<file path="config.mk">
export PLATFORM = sky130hd
export DESIGN_NAME = vote_session_ctrl
export DESIGN_NICKNAME = d
export VERILOG_FILES = /design/src/rtl/vote_session_ctrl.sv
export SDC_FILE = /design/constraint.sdc
export NUM_CORES = 1
export LEC_CHECK = 0
export BUFFER_PORTS_ARGS = -buffer_cell sky130_fd_sc_hd__buf_2
export CAP_MARGIN = 40
export CELL_PAD_IN_SITES_DETAIL_PLACEMENT = 0
export CELL_PAD_IN_SITES_GLOBAL_PLACEMENT = 1
export CORE_AREA = 2 2 67 69
export CTS_CLUSTER_DIAMETER = 50
export DETAILED_ROUTE_END_ITERATION = 10
export DIE_AREA = 0 0 69 71
export GPL_TIMING_DRIVEN = 0
export PLACE_DENSITY_LB_ADDON = 0.1
export SLEW_MARGIN = 10
export SYNTH_ARGS = -nofsm -noshare
export SYNTH_HDL_FRONTEND = slang
export SYNTH_SLANG_ARGS = --single-unit
</file>
<file path="constraint.sdc">
create_clock -name clk -period 5.2 [get_ports clk]
set_clock_uncertainty 0.15 [all_clocks]
set_input_delay 0.78 -clock clk [delete_from_list [all_inputs] [get_ports clk]]
set_output_delay 0.78 -clock clk [all_outputs]
set_load 0.02 [all_outputs]
</file>
<file path="src/rtl/vote_session_ctrl.sv">
// Four-voter ballot session sequencer: opens a voting window, latches one ballot per voter,
// tallies a majority verdict and holds it on the display for a fixed time.
module vote_session_ctrl #(
  parameter int TIMEOUT_CYCLES = 1000,
  parameter int HOLD_CYCLES    = 500,
  parameter int CNT_W          = 16
) (
  input  logic       clk,
  input  logic       rst_n,
  input  logic       start,
  input  logic       abort,
  input  logic [3:0] yes,
  input  logic [3:0] no,
  output logic [3:0] voted,
  output logic       busy,
  output logic       done,
  output logic [3:1] O
);

  typedef enum logic [1:0] {
    S_IDLE   = 2'd0,
    S_VOTING = 2'd1,
    S_TALLY  = 2'd2,
    S_RESULT = 2'd3
  } state_t;

  localparam logic [CNT_W-1:0] TMO_LOAD  = CNT_W'(TIMEOUT_CYCLES - 1);
  localparam logic [CNT_W-1:0] HOLD_LOAD = CNT_W'(HOLD_CYCLES - 1);

  state_t           r_state;
  state_t           w_state_next;
  logic [CNT_W-1:0] r_timer;
  logic [CNT_W-1:0] w_timer_next;
  logic [3:0]       r_ballot;
  logic [3:0]       w_ballot_next;
  logic [3:0]       r_voted;
  logic [3:0]       w_voted_next;
  logic [3:1]       r_o;
  logic [3:1]       w_o_next;
  logic             r_done;
  logic             w_done_next;
  logic             r_busy;
  logic             w_busy_next;

  logic [3:0]       w_accept;
  logic [2:0]       w_yes_cnt;
  logic [3:1]       w_verdict;
  logic             w_timer_zero;
  logic [CNT_W-1:0] w_timer_dec;

  // A press counts only for an unlocked voter pressing exactly one of the two buttons.
  assign w_accept     = ~r_voted & (yes ^ no);
  assign w_yes_cnt    = {2'b00, r_ballot[0]} + {2'b00, r_ballot[1]}
                      + {2'b00, r_ballot[2]} + {2'b00, r_ballot[3]};
  assign w_timer_zero = (r_timer == '0);
  assign w_timer_dec  = w_timer_zero ? '0 : r_timer - 1'b1;

  always_comb begin
    if (w_yes_cnt < 3'd2) begin
      w_verdict = 3'b100;
    end else if (w_yes_cnt == 3'd2) begin
      w_verdict = 3'b010;
    end else begin
      w_verdict = 3'b001;
    end
  end

  // State and output registers.
  always_ff @(posedge clk) begin
    if (!rst_n) begin
      r_state  <= S_IDLE;
      r_timer  <= '0;
      r_ballot <= '0;
      r_voted  <= '0;
      r_o      <= '0;
      r_done   <= 1'b0;
      r_busy   <= 1'b0;
    end else begin
      r_state  <= w_state_next;
      r_timer  <= w_timer_next;
      r_ballot <= w_ballot_next;
      r_voted  <= w_voted_next;
      r_o      <= w_o_next;
      r_done   <= w_done_next;
      r_busy   <= w_busy_next;
    end
  end

  // Abort outranks a full electorate, which outranks the timeout.
  always_comb begin
    w_state_next = r_state;
    case (r_state)
      S_IDLE: begin
        if (start) begin
          w_state_next = S_VOTING;
        end
      end
      S_VOTING: begin
        if (abort) begin
          w_state_next = S_IDLE;
        end else if ((r_voted == 4'hF) || w_timer_zero) begin
          w_state_next = S_TALLY;
        end
      end
      S_TALLY: begin
        w_state_next = S_RESULT;
      end
      S_RESULT: begin
        if (start) begin
          w_state_next = S_VOTING;
        end else if (w_timer_zero) begin
          w_state_next = S_IDLE;
        end
      end
      default: begin
        w_state_next = S_IDLE;
      end
    endcase
  end

  always_comb begin
    w_timer_next  = r_timer;
    w_ballot_next = r_ballot;
    w_voted_next  = r_voted;
    w_o_next      = r_o;
    w_done_next   = 1'b0;
    w_busy_next   = (w_state_next == S_VOTING) || (w_state_next == S_TALLY);
    case (r_state)
      S_IDLE: begin
        w_o_next     = '0;
        w_voted_next = '0;
        if (start) begin
          w_ballot_next = '0;
          w_timer_next  = TMO_LOAD;
        end
      end
      S_VOTING: begin
        if (abort) begin
          w_ballot_next = '0;
          w_voted_next  = '0;
          w_timer_next  = '0;
        end else begin
          // Ballots still land on the timeout edge itself.
          w_ballot_next = r_ballot | (w_accept & yes);
          w_voted_next  = r_voted | w_accept;
          w_timer_next  = w_timer_dec;
        end
      end
      S_TALLY: begin
        w_o_next     = w_verdict;
        w_done_next  = 1'b1;
        w_timer_next = HOLD_LOAD;
      end
      S_RESULT: begin
        if (start) begin
          w_o_next      = '0;
          w_ballot_next = '0;
          w_voted_next  = '0;
          w_timer_next  = TMO_LOAD;
        end else if (w_timer_zero) begin
          w_o_next     = '0;
          w_voted_next = '0;
        end else begin
          w_timer_next = w_timer_dec;
        end
      end
      default: begin
        w_o_next      = '0;
        w_voted_next  = '0;
        w_ballot_next = '0;
      end
    endcase
  end

  assign voted = r_voted;
  assign busy  = r_busy;
  assign done  = r_done;
  assign O     = r_o;

endmodule

</file>
==> flow_summary.yaml, run 1 <==
run_status:
  status: "completed"
synthesis:
  synth_edf_count: 0
  synthCells: 220
  ys_warn_count: 0
  synth_cell_type_count: 53
  netlist_area_sq_mm: 0.00187
  syn_avg_cell_area_sq_um: 8.48
  mappedNetlistNets: 242
  ys_seq_area_share_pct: 33.3
  async_flop_share_pct: 0
  synth_ff_type: "dfxtp_1"
  ys_ff_latch: 31
finish:
  multi_input_area_sq_mm: 0.00117
  stdcell_count: 299
  final_util_pct: 51.0
  nets: 268
  num_antenna_cells: 0
  syn2layout_area_growth_pct: 14.9
  regArea_sq_um: 621
  drive_gt1_share_pct: 17.8
  fillers: 436
sta:
  fin_crit_sh_pct: 52.9
  max_slew_margin_pct: 50.0
  postLayoutSetupSlackWorst_ps: 2450
  rsz0062_at_grt: "false"
  fin_tns_setup_ps: 0
  worstMarginPinSlew_ps: 750
  fmax_mhz: 363
  maxSlewViolCount: 0
  period_needed_ps: 2750
  setup_viol: 0
  hold_violations: 0
setup_path:
  critPathKind: "reg2reg"
  r2r-start: "r_timer[0]$_SDFFE_PN0P_"
  slowest_delay_ps: 550
  crit_chain: "inv_1 > ha_1 > or4b_4 > or4_4 > buf_6 > o21ai_4 > nor2_1 > o221a_1"
  cp_slowest_cell: "or4_4"
  critPathArrivalTime_ps: 2790
  critPathMaxFanout: 9
  end_kind: "flop"
  rr_endpoint: "r_timer[5]$_SDFFE_PN0P_"
  worstSetupStartpointType: "flop"
  reg2reg_depth: 8
  regToRegSetupSlack_ps: 2450
  required_ps: 5230
job:
  maxCapViolCount: 0
floorplanning:
  die_w_um: 69
  rows: 24
  core_sq_mm: 0.00420
  floorplan.die_area_sq_mm: 0.00490
  dieHeight_um: 71
  io_pins: 21
  start_util_pct: 44.4
drt:
  drc: 0
  vias: 1675
  firstDrtPassIters: 4
  drt-initial-drc-count: 70
  viasPerCell: 5.60
  wl_per_cell_um: 15.5
  drtAntennaViolNets: 0
  drt_wl_total_um: 4650
power:
  ir_worst_vdd_mv: 0.165
  p_leak_nw: 0.850
  p_seq_share_pct: 33.8
  p_per_area_mw_per_mm2: 414
  p_int_w: 0.000559
  p_sw_w: 0.000329
  clkPwrFrac_pct: 28.0
  p_comb_share_pct: 38.2
  p_sw_share_pct: 37.1
clock_tree:
  cts_resized: 0
  clock-sinks: 31
  cts_root_buf: "clkbuf_8"
  clock_path_buffers: 2
  numCtsBuffers: 5
  clk_latency_ps: 290
  postCtsSetupBuffers: 0
  cts_tree: "built"
  hold_buffers: 0
  htreeDepth: 2
  path_clk_slew_ps: 70
worst_hold_path:
  hold_path_depth: 2
  whs_endpoint: "O[3]$_SDFFE_PN0P_"
  hold_class: "reg2reg"
  worstHoldStart: "O[3]$_SDFFE_PN0P_"
global_route:
  grt_pass1_wl_um: 7870
  antenna_found_initial: 0
  grt_max_degree: 11
  grt_overflow: 0
  grt_pass1_vias: 1621
  grt.total_usage_pct: 19.9
placement:
  hpwlAfterDp_um: 3420
  portBuffers: 19
  place_inst: 291
  pre_cts_ws_ps: 2460
  place.gp.congestion: 0.809
## worst max path at each step
stage | endpoint | start | depth (start not counted)
final | r_timer[5]$_SDFFE_PN0P_ | r_timer[0]$_SDFFE_PN0P_ | 8
after global routing | r_timer[14]$_SDFFE_PN0P_ | r_timer[0]$_SDFFE_PN0P_ | 7
after CTS | r_timer[5]$_SDFFE_PN0P_ | r_timer[0]$_SDFFE_PN0P_ | 8
after detailed placement | r_timer[5]$_SDFFE_PN0P_ | r_timer[0]$_SDFFE_PN0P_ | 8
after global placement | r_timer[6]$_SDFFE_PN0P_ | r_timer[0]$_SDFFE_PN0P_ | 8
after floorplan | r_timer[5]$_SDFFE_PN0P_ | r_timer[0]$_SDFFE_PN0P_ | 8
## routing by layer
metal | wire, um | track usage, % | vias to the layer above
li1 | - | - | 858
met1 | 2180 | 25.7 | 783
met2 | 2230 | 33.1 | 26
met3 | 160 | 4.70 | 8
met4 | 76 | 5.88 | 0
met5 | 0 | 0 | -
## area by class of cell
class / instances / area share [%]
buffer: 8 / 1.75
tap: 52 / 3.04
sequential: 31 / 29.0
timing repair buffer: 19 / 4.44
inverter: 9 / 1.58
clock inverter: 2 / 1.63
clock buffer: 6 / 3.85
multi-input combinational: 172 / 54.8
## critical path, delay by kind of cell (launching register included)
family,cells,cell delay (ps)
flip-flops,1,330
AO/OA/AOI/OAI,2,480
buffers and inverters,2,270
AND/OR/NAND/NOR,3,1170
adder cells (fa/ha/maj),1,230
## registers in the layout, summed over array words and instances, names as in the netlist
name      cells
busy          1
done          1
O             3
r_timer      16
r_ballot      4
voted         4
r_state       2
## cell families (layout without fill, tap and decap cells)
logic type	count (synthesis)	count (layout)	synth area share, %
buf+inv	17	44	3.82
mux	1	1	0.537
simple gates	87	87	25.7
flops	31	31	33.3
compound gates	66	66	25.8
xor+xnor	8	8	3.76
fa+ha+maj	10	10	7.11
## synth_stat cells, drive strengths merged, types with 3 or more instances
cell type / n / area [sq um]
o21ai: 9 / 67.6
nand2: 9 / 33.8
a211oi: 4 / 35.0
or2: 4 / 25.0
or3: 4 / 25.0
clkbuf: 7 / 26.3
xor2: 6 / 52.6
nor2: 32 / 120
inv: 9 / 33.8
and2: 3 / 18.8
a21oi: 27 / 139
nand3: 3 / 15.0
nor3: 7 / 35.0
o31ai: 3 / 22.5
dfxtp: 31 / 621
nor2b: 4 / 25.0
a32oi: 4 / 35.0
nand2b: 4 / 25.0
or4: 6 / 52.6
ha: 9 / 113
o221a: 3 / 33.8
## layout by cell type, fill, tap and decap left out, types with 6 or more instances in the layout
cell,Yosys,final
nor3_1,7,7
clkbuf_1,7,7
clkbuf_8,0,6
xor2_1,6,6
nand2_1,9,9
inv_1,9,9
o21ai_0,6,6
a21oi_1,26,26
dfxtp_1,31,31
ha_1,9,9
nor2_1,32,32
buf_2,0,19
## metrics by stage
stage	total power, W	instance area, sq um	hold slack (ps)
floorplan	0.000564	1870	310
global placement	0.000641	2030	292
detailed placement	0.000642	2030	302
CTS	0.000894	2140	313
global route	0.000945	2140	346
finish	0.000888	2140	308
## power by group through the flow
stage	Combinational [W]	Sequential [W]	Clock, W
floorplan	0.000262	0.000301	0
global placement	0.000336	0.000305	0
CTS	0.000342	0.000300	0.000253
finish	0.000339	0.000300	0.000249
global route	0.000376	0.000304	0.000265
detailed placement	0.000337	0.000305	0
Note: power is estimated with default switching activity, not from simulation.
==> inputs of run 2 (changes only) <==
--- a/config.mk
+++ b/config.mk
@@ -9,10 +9,10 @@
 export CAP_MARGIN = 40
 export CELL_PAD_IN_SITES_DETAIL_PLACEMENT = 0
 export CELL_PAD_IN_SITES_GLOBAL_PLACEMENT = 1
-export CORE_AREA = 2 2 67 69
+export CORE_AREA = 2 2 73 75
 export CTS_CLUSTER_DIAMETER = 50
 export DETAILED_ROUTE_END_ITERATION = 10
-export DIE_AREA = 0 0 69 71
+export DIE_AREA = 0 0 75 77
 export GPL_TIMING_DRIVEN = 0
 export PLACE_DENSITY_LB_ADDON = 0.1
 export SLEW_MARGIN = 10
==> constraint.sdc (replaced) <==
create_clock -name clk -period 2.51 [get_ports clk]
set_clock_uncertainty 0.15 [all_clocks]
set_input_delay 0.3765 -clock clk [delete_from_list [all_inputs] [get_ports clk]]
set_output_delay 0.3765 -clock clk [all_outputs]
set_load 0.02 [all_outputs]
==> run 2 against run 1 <==
- the run now ends with negative setup slack left
- register-to-register slack worse by 2500 ps
- hold slack worse by 79 ps
- worst setup slack worse by 2500 ps
- final area is 7.5% higher
- sequential power is 110% higher
- sequential cell count stayed put
- critical path type unchanged
- highest routed layer unchanged
==> flow_summary.yaml, run 2 (same netlist as run 1, synthesis figures left out) <==
sta:
  fmax_mhz: 398
  hold_violations: 0
  worstMarginPinSlew_ps: 763
  max_slew_margin_pct: 49.1
  postLayoutSetupSlackWorst_ps: -3.83
  fin_tns_setup_ps: -4.70
  setup_viol: 2
  period_needed_ps: 2510
  maxSlewViolCount: 0
  rsz0062_at_grt: "true"
  fin_crit_sh_pct: 100
setup_path:
  critPathKind: "reg2reg"
  worstSetupStartpointType: "flop"
  critPathMaxFanout: 6
  regToRegSetupSlack_ps: -4
  critPathArrivalTime_ps: 2550
  end_kind: "flop"
  required_ps: 2550
  reg2reg_depth: 8
clock_tree:
  clock-sinks: 31
  clock_path_buffers: 2
  cts_root_buf: "clkbuf_8"
  numCtsBuffers: 5
  path_clk_slew_ps: 80
  hold_buffers: 0
  htreeDepth: 2
  clk_latency_ps: 290
  cts_tree: "built"
floorplanning:
  die_w_um: 75
  dieHeight_um: 77
  start_util_pct: 37.5
  io_pins: 21
  floorplan.die_area_sq_mm: 0.00578
  rows: 26
  core_sq_mm: 0.00498
drt:
  vias: 1731
  drc: 0
  wl_per_cell_um: 14.7
  drtAntennaViolNets: 0
  drt_wl_total_um: 4850
  drt-initial-drc-count: 55
  firstDrtPassIters: 5
  viasPerCell: 5.26
global_route:
  grt_max_degree: 11
  grt_pass1_vias: 1628
  grt_pass1_wl_um: 7870
  grt_overflow: 0
  grt.total_usage_pct: 17.6
  antenna_found_initial: 0
finish:
  fillers: 503
  most-common-layout-cells: "32 x nor2_1, 28 x dfxtp_1, 25 x a21oi_1, 19 x buf_2"
  stdcell_count: 329
  layout_commonest_cell: "nor2_1"
  regArea_sq_um: 624
  num_antenna_cells: 0
  drive_gt1_share_pct: 25.5
  final_util_pct: 46.3
  syn2layout_area_growth_pct: 23.5
  largest_reg_flops: 16
  regMostFlops: "r_timer"
  multi_input_area_sq_mm: 0.00122
  nets: 280
placement:
  hpwlAfterDp_um: 3450
  pre_cts_ws_ps: -224
  place_inst: 309
  portBuffers: 19
  place.gp.congestion: 0.782
run_status:
  status: "finished, violations left"
  violations: "negative setup slack"
power:
  ir_worst_vdd_mv: 0.383
  p_total_w: 0.00186
  p_per_area_mw_per_mm2: 805
  p_leak_nw: 0.907
job:
  maxCapViolCount: 0
worst_hold_path:
  hold_class: "in2reg"
  hold_path_depth: 3
==> run 2: changes by cell type in the layout (fill, tap and decap cells not counted), sizes merged <==
| cell | previous run | this run |
|---|---|---|
| clkbuf | 13 | 15 |
| bufinv | 1 | 0 |
| buf | 20 | 31 |
==> run 2: area by class of cell <==
class                   instances  area share (%)
plain buffers                   8            2.01
clock buffers                   7            3.31
clock inverters                 1           0.217
inverters                       9            1.47
multi-input cells             172            53.0
flip-flops and latches         31            27.1
well taps                      70            3.80
repair buffers                 31            9.12
==> run 2: timing repair <==
action,in CTS,in global routing
hold endpoints to repair,0,0
pin swaps,11,6
setup endpoints to repair,23,21
gates resized for setup,12,7
cloned,0,1
buffers inserted,2,9
==> run 2: path summary, 6_finish.rpt <==
path                                 from                        to
setup / recovery  r_timer[0]$_SDFFE_PN0P_   r_timer[5]$_SDFFE_PN0P_
hold / removal                     yes[2]  r_ballot[2]$_SDFFE_PN0P_
setup reg to reg  r_timer[0]$_SDFFE_PN0P_   r_timer[5]$_SDFFE_PN0P_
hold reg to reg         O[3]$_SDFFE_PN0P_         O[3]$_SDFFE_PN0P_
==> run 2: metal layers <==
metal,wire [um],up-vias,track usage [%]
li1,-,883,-
met1,2310,818,23.3
met2,2330,23,28.7
met3,141,7,3.94
met4,60,0,4.29
met5,0,-,0
==> run 2: power breakdown <==
part	switching [W]	internal (W)	total, W
clock network	0.000191	0.000194	0.000385
logic	0.000464	0.000382	0.000846
registers	0.0000676	0.000556	0.000624
==> run 2: per-stage QoR <==
stage	area (sq um)	hold WS, ps
2_1_floorplan	1870	310
3_3_place_gp	2050	289
3_5_place_dp	2050	291
4_1_cts	2180	233
5_1_grt	2300	258
6_report	2300	229
==> run 2: worst max-delay path, cell delays in order, from the launching register on <==
cell	delay (ps)
dfxtp_2	340
inv_2	70
ha_4	120
or4b_4	470
or4_4	570
buf_12	170
o21ai_4	220
nor2_1	80
o221a_1	200
==> inputs of run 3 (changes only) <==
--- a/config.mk
+++ b/config.mk
@@ -15,6 +15,7 @@
 export DIE_AREA = 0 0 75 77
 export GPL_TIMING_DRIVEN = 0
 export PLACE_DENSITY_LB_ADDON = 0.1
+export RECOVER_POWER = 50
 export SLEW_MARGIN = 10
 export SYNTH_ARGS = -nofsm -noshare
 export SYNTH_HDL_FRONTEND = slang
==> run 3 against run 2 <==
- the run still ends with negative setup slack left
- highest routed layer unchanged
- sequential power is essentially flat
- maximum frequency barely moved
- first-iteration DRC count increased by 9.1%
- largest power group unchanged
- final cell count unchanged
- non-clock buffer count stayed put
- clock power about the same
==> flow_summary.yaml, run 3 (same netlist as run 1, synthesis figures left out) <==
floorplanning:
  start_util_pct: 37.5
  floorplan.die_area_sq_mm: 0.00578
  core_sq_mm: 0.00498
  rows: 26
  dieHeight_um: 77
  die_w_um: 75
  io_pins: 21
job:
  maxCapViolCount: 0
placement:
  place_area_sq_mm: 0.00205
  place.gp.congestion: 0.782
  pre_cts_ws_ps: -224
  hpwlAfterDp_um: 3450
  portBuffers: 19
sta:
  fin_tns_setup_ps: -2.08
  period_needed_ps: 2510
  hold_violations: 0
  max_slew_margin_pct: 49.1
  setup_viol: 1
  worstMarginPinSlew_ps: 763
  rsz0062_at_grt: "true"
  fmax_mhz: 398
  hold-worst-slack_ps: 229
  fin_crit_sh_pct: 100
  maxSlewViolCount: 0
  postLayoutSetupSlackWorst_ps: -2.08
power:
  p_per_area_mw_per_mm2: 807
  ir_worst_vdd_mv: 0.383
  p_total_w: 0.00185
  p_leak_nw: 0.867
global_route:
  grt_pass1_wl_um: 7870
  grt_max_degree: 11
  grt_pass1_vias: 1628
  grt_overflow: 0
  antenna_found_initial: 0
  grt.total_usage_pct: 17.6
setup_path:
  reg2reg_depth: 8
  end_kind: "flop"
  r2r-start: "r_timer[0]$_SDFFE_PN0P_"
  critPathMaxFanout: 6
  critPathKind: "reg2reg"
  regToRegSetupSlack_ps: -2
  required_ps: 2550
  worstSetupStartpointType: "flop"
  critPathArrivalTime_ps: 2550
  rr_endpoint: "r_timer[5]$_SDFFE_PN0P_"
clock_tree:
  cts_tree: "built"
  path_clk_slew_ps: 80
  clk_latency_ps: 290
  clock-sinks: 31
  htreeDepth: 2
  hold_buffers: 0
  clock_path_buffers: 2
  numCtsBuffers: 5
  cts_root_buf: "clkbuf_8"
worst_hold_path:
  worstHoldStart: "yes[2]"
  hold_class: "in2reg"
  hold_path_depth: 3
  whs_endpoint: "r_ballot[2]$_SDFFE_PN0P_"
drt:
  viasPerCell: 5.28
  drt_wl_total_um: 4840
  drt-initial-drc-count: 60
  wl_per_cell_um: 14.7
  drtAntennaViolNets: 0
  vias: 1737
  firstDrtPassIters: 4
  drc: 0
finish:
  syn2layout_area_growth_pct: 22.9
  nets: 280
  layout_commonest_cell: "nor2_1"
  most-common-layout-cells: "32 x nor2_1, 28 x dfxtp_1, 25 x a21oi_1, 18 x clkbuf_1, 10 x buf_2"
  fin_area_sq_mm: 0.00229
  largest_reg_flops: 16
  regMostFlops: "r_timer"
  num_antenna_cells: 0
  drive_gt1_share_pct: 22.0
run_status:
  violations: "negative setup slack"
  status: "finished, violations left"
-- run 3: cell type report --
class	instances	area, sq um
Buffer	8	46.3
Clock buffer	7	76.3
Clock inverter	1	5.00
Fill cell	509	2680
Inverter	9	33.8
Multi-Input combinational cell	172	1220
Sequential cell	31	624
Tap cell	70	87.6
Timing Repair Buffer	31	199
-- run 3: routing by layer --
layer	global-route usage, %	up-vias	share of wire [%]
met3	3.94	7	3.4
met5	0	-	0
li1	-	884	-
met1	23.3	820	47
met4	4.29	0	1.2
met2	28.7	26	48
-- run 3: power breakdown --
part / switching (W) / leakage [nW] / internal (W) / total, W
Combinational: 0.000464 / 0.571 / 0.000380 / 0.000843
Sequential: 0.0000676 / 0.254 / 0.000556 / 0.000624
Clock: 0.000190 / 0.0422 / 0.000194 / 0.000384
-- run 3: timing repair --
action / CTS / global route
cloned: 0 / 1
endpoints found under the setup margin: 23 / 21
gates resized for setup: 12 / 7
pin swaps: 11 / 6
setup buffers: 2 / 9
-- run 3: metrics by stage --
| step | utilization, % | std cells |
|---|---|---|
| detailed placement | 41.2 | 309 |
| CTS | 43.9 | 319 |
| global route | 46.1 | 329 |
| floorplan | - | 220 |
| finish | 46.1 | 329 |
| global placement | 41.2 | 309 |
-- run 3: critical path, stage by stage (launching register included) --
cell     delay [ps]
dfxtp_2         340
inv_2            70
ha_4            120
or4b_4          470
or4_4           570
buf_12          170
o21ai_4         220
nor2_1           80
o221a_1         200
-- run 3: worst max-delay path by stage --
stage	slack [ps]	to	startpoint
3_3_place_gp	-220	voted[0]$_SDFFE_PN0P_	r_timer[0]$_SDFFE_PN0P_
5_1_grt	-70	r_timer[6]$_SDFFE_PN0P_	r_timer[0]$_SDFFE_PN0P_
3_5_place_dp	-220	r_timer[6]$_SDFFE_PN0P_	r_timer[0]$_SDFFE_PN0P_
2_1_floorplan	3	r_timer[5]$_SDFFE_PN0P_	r_timer[0]$_SDFFE_PN0P_
6_report	-2	r_timer[5]$_SDFFE_PN0P_	r_timer[0]$_SDFFE_PN0P_
4_1_cts	-20	r_timer[5]$_SDFFE_PN0P_	r_timer[1]$_SDFFE_PN0P_
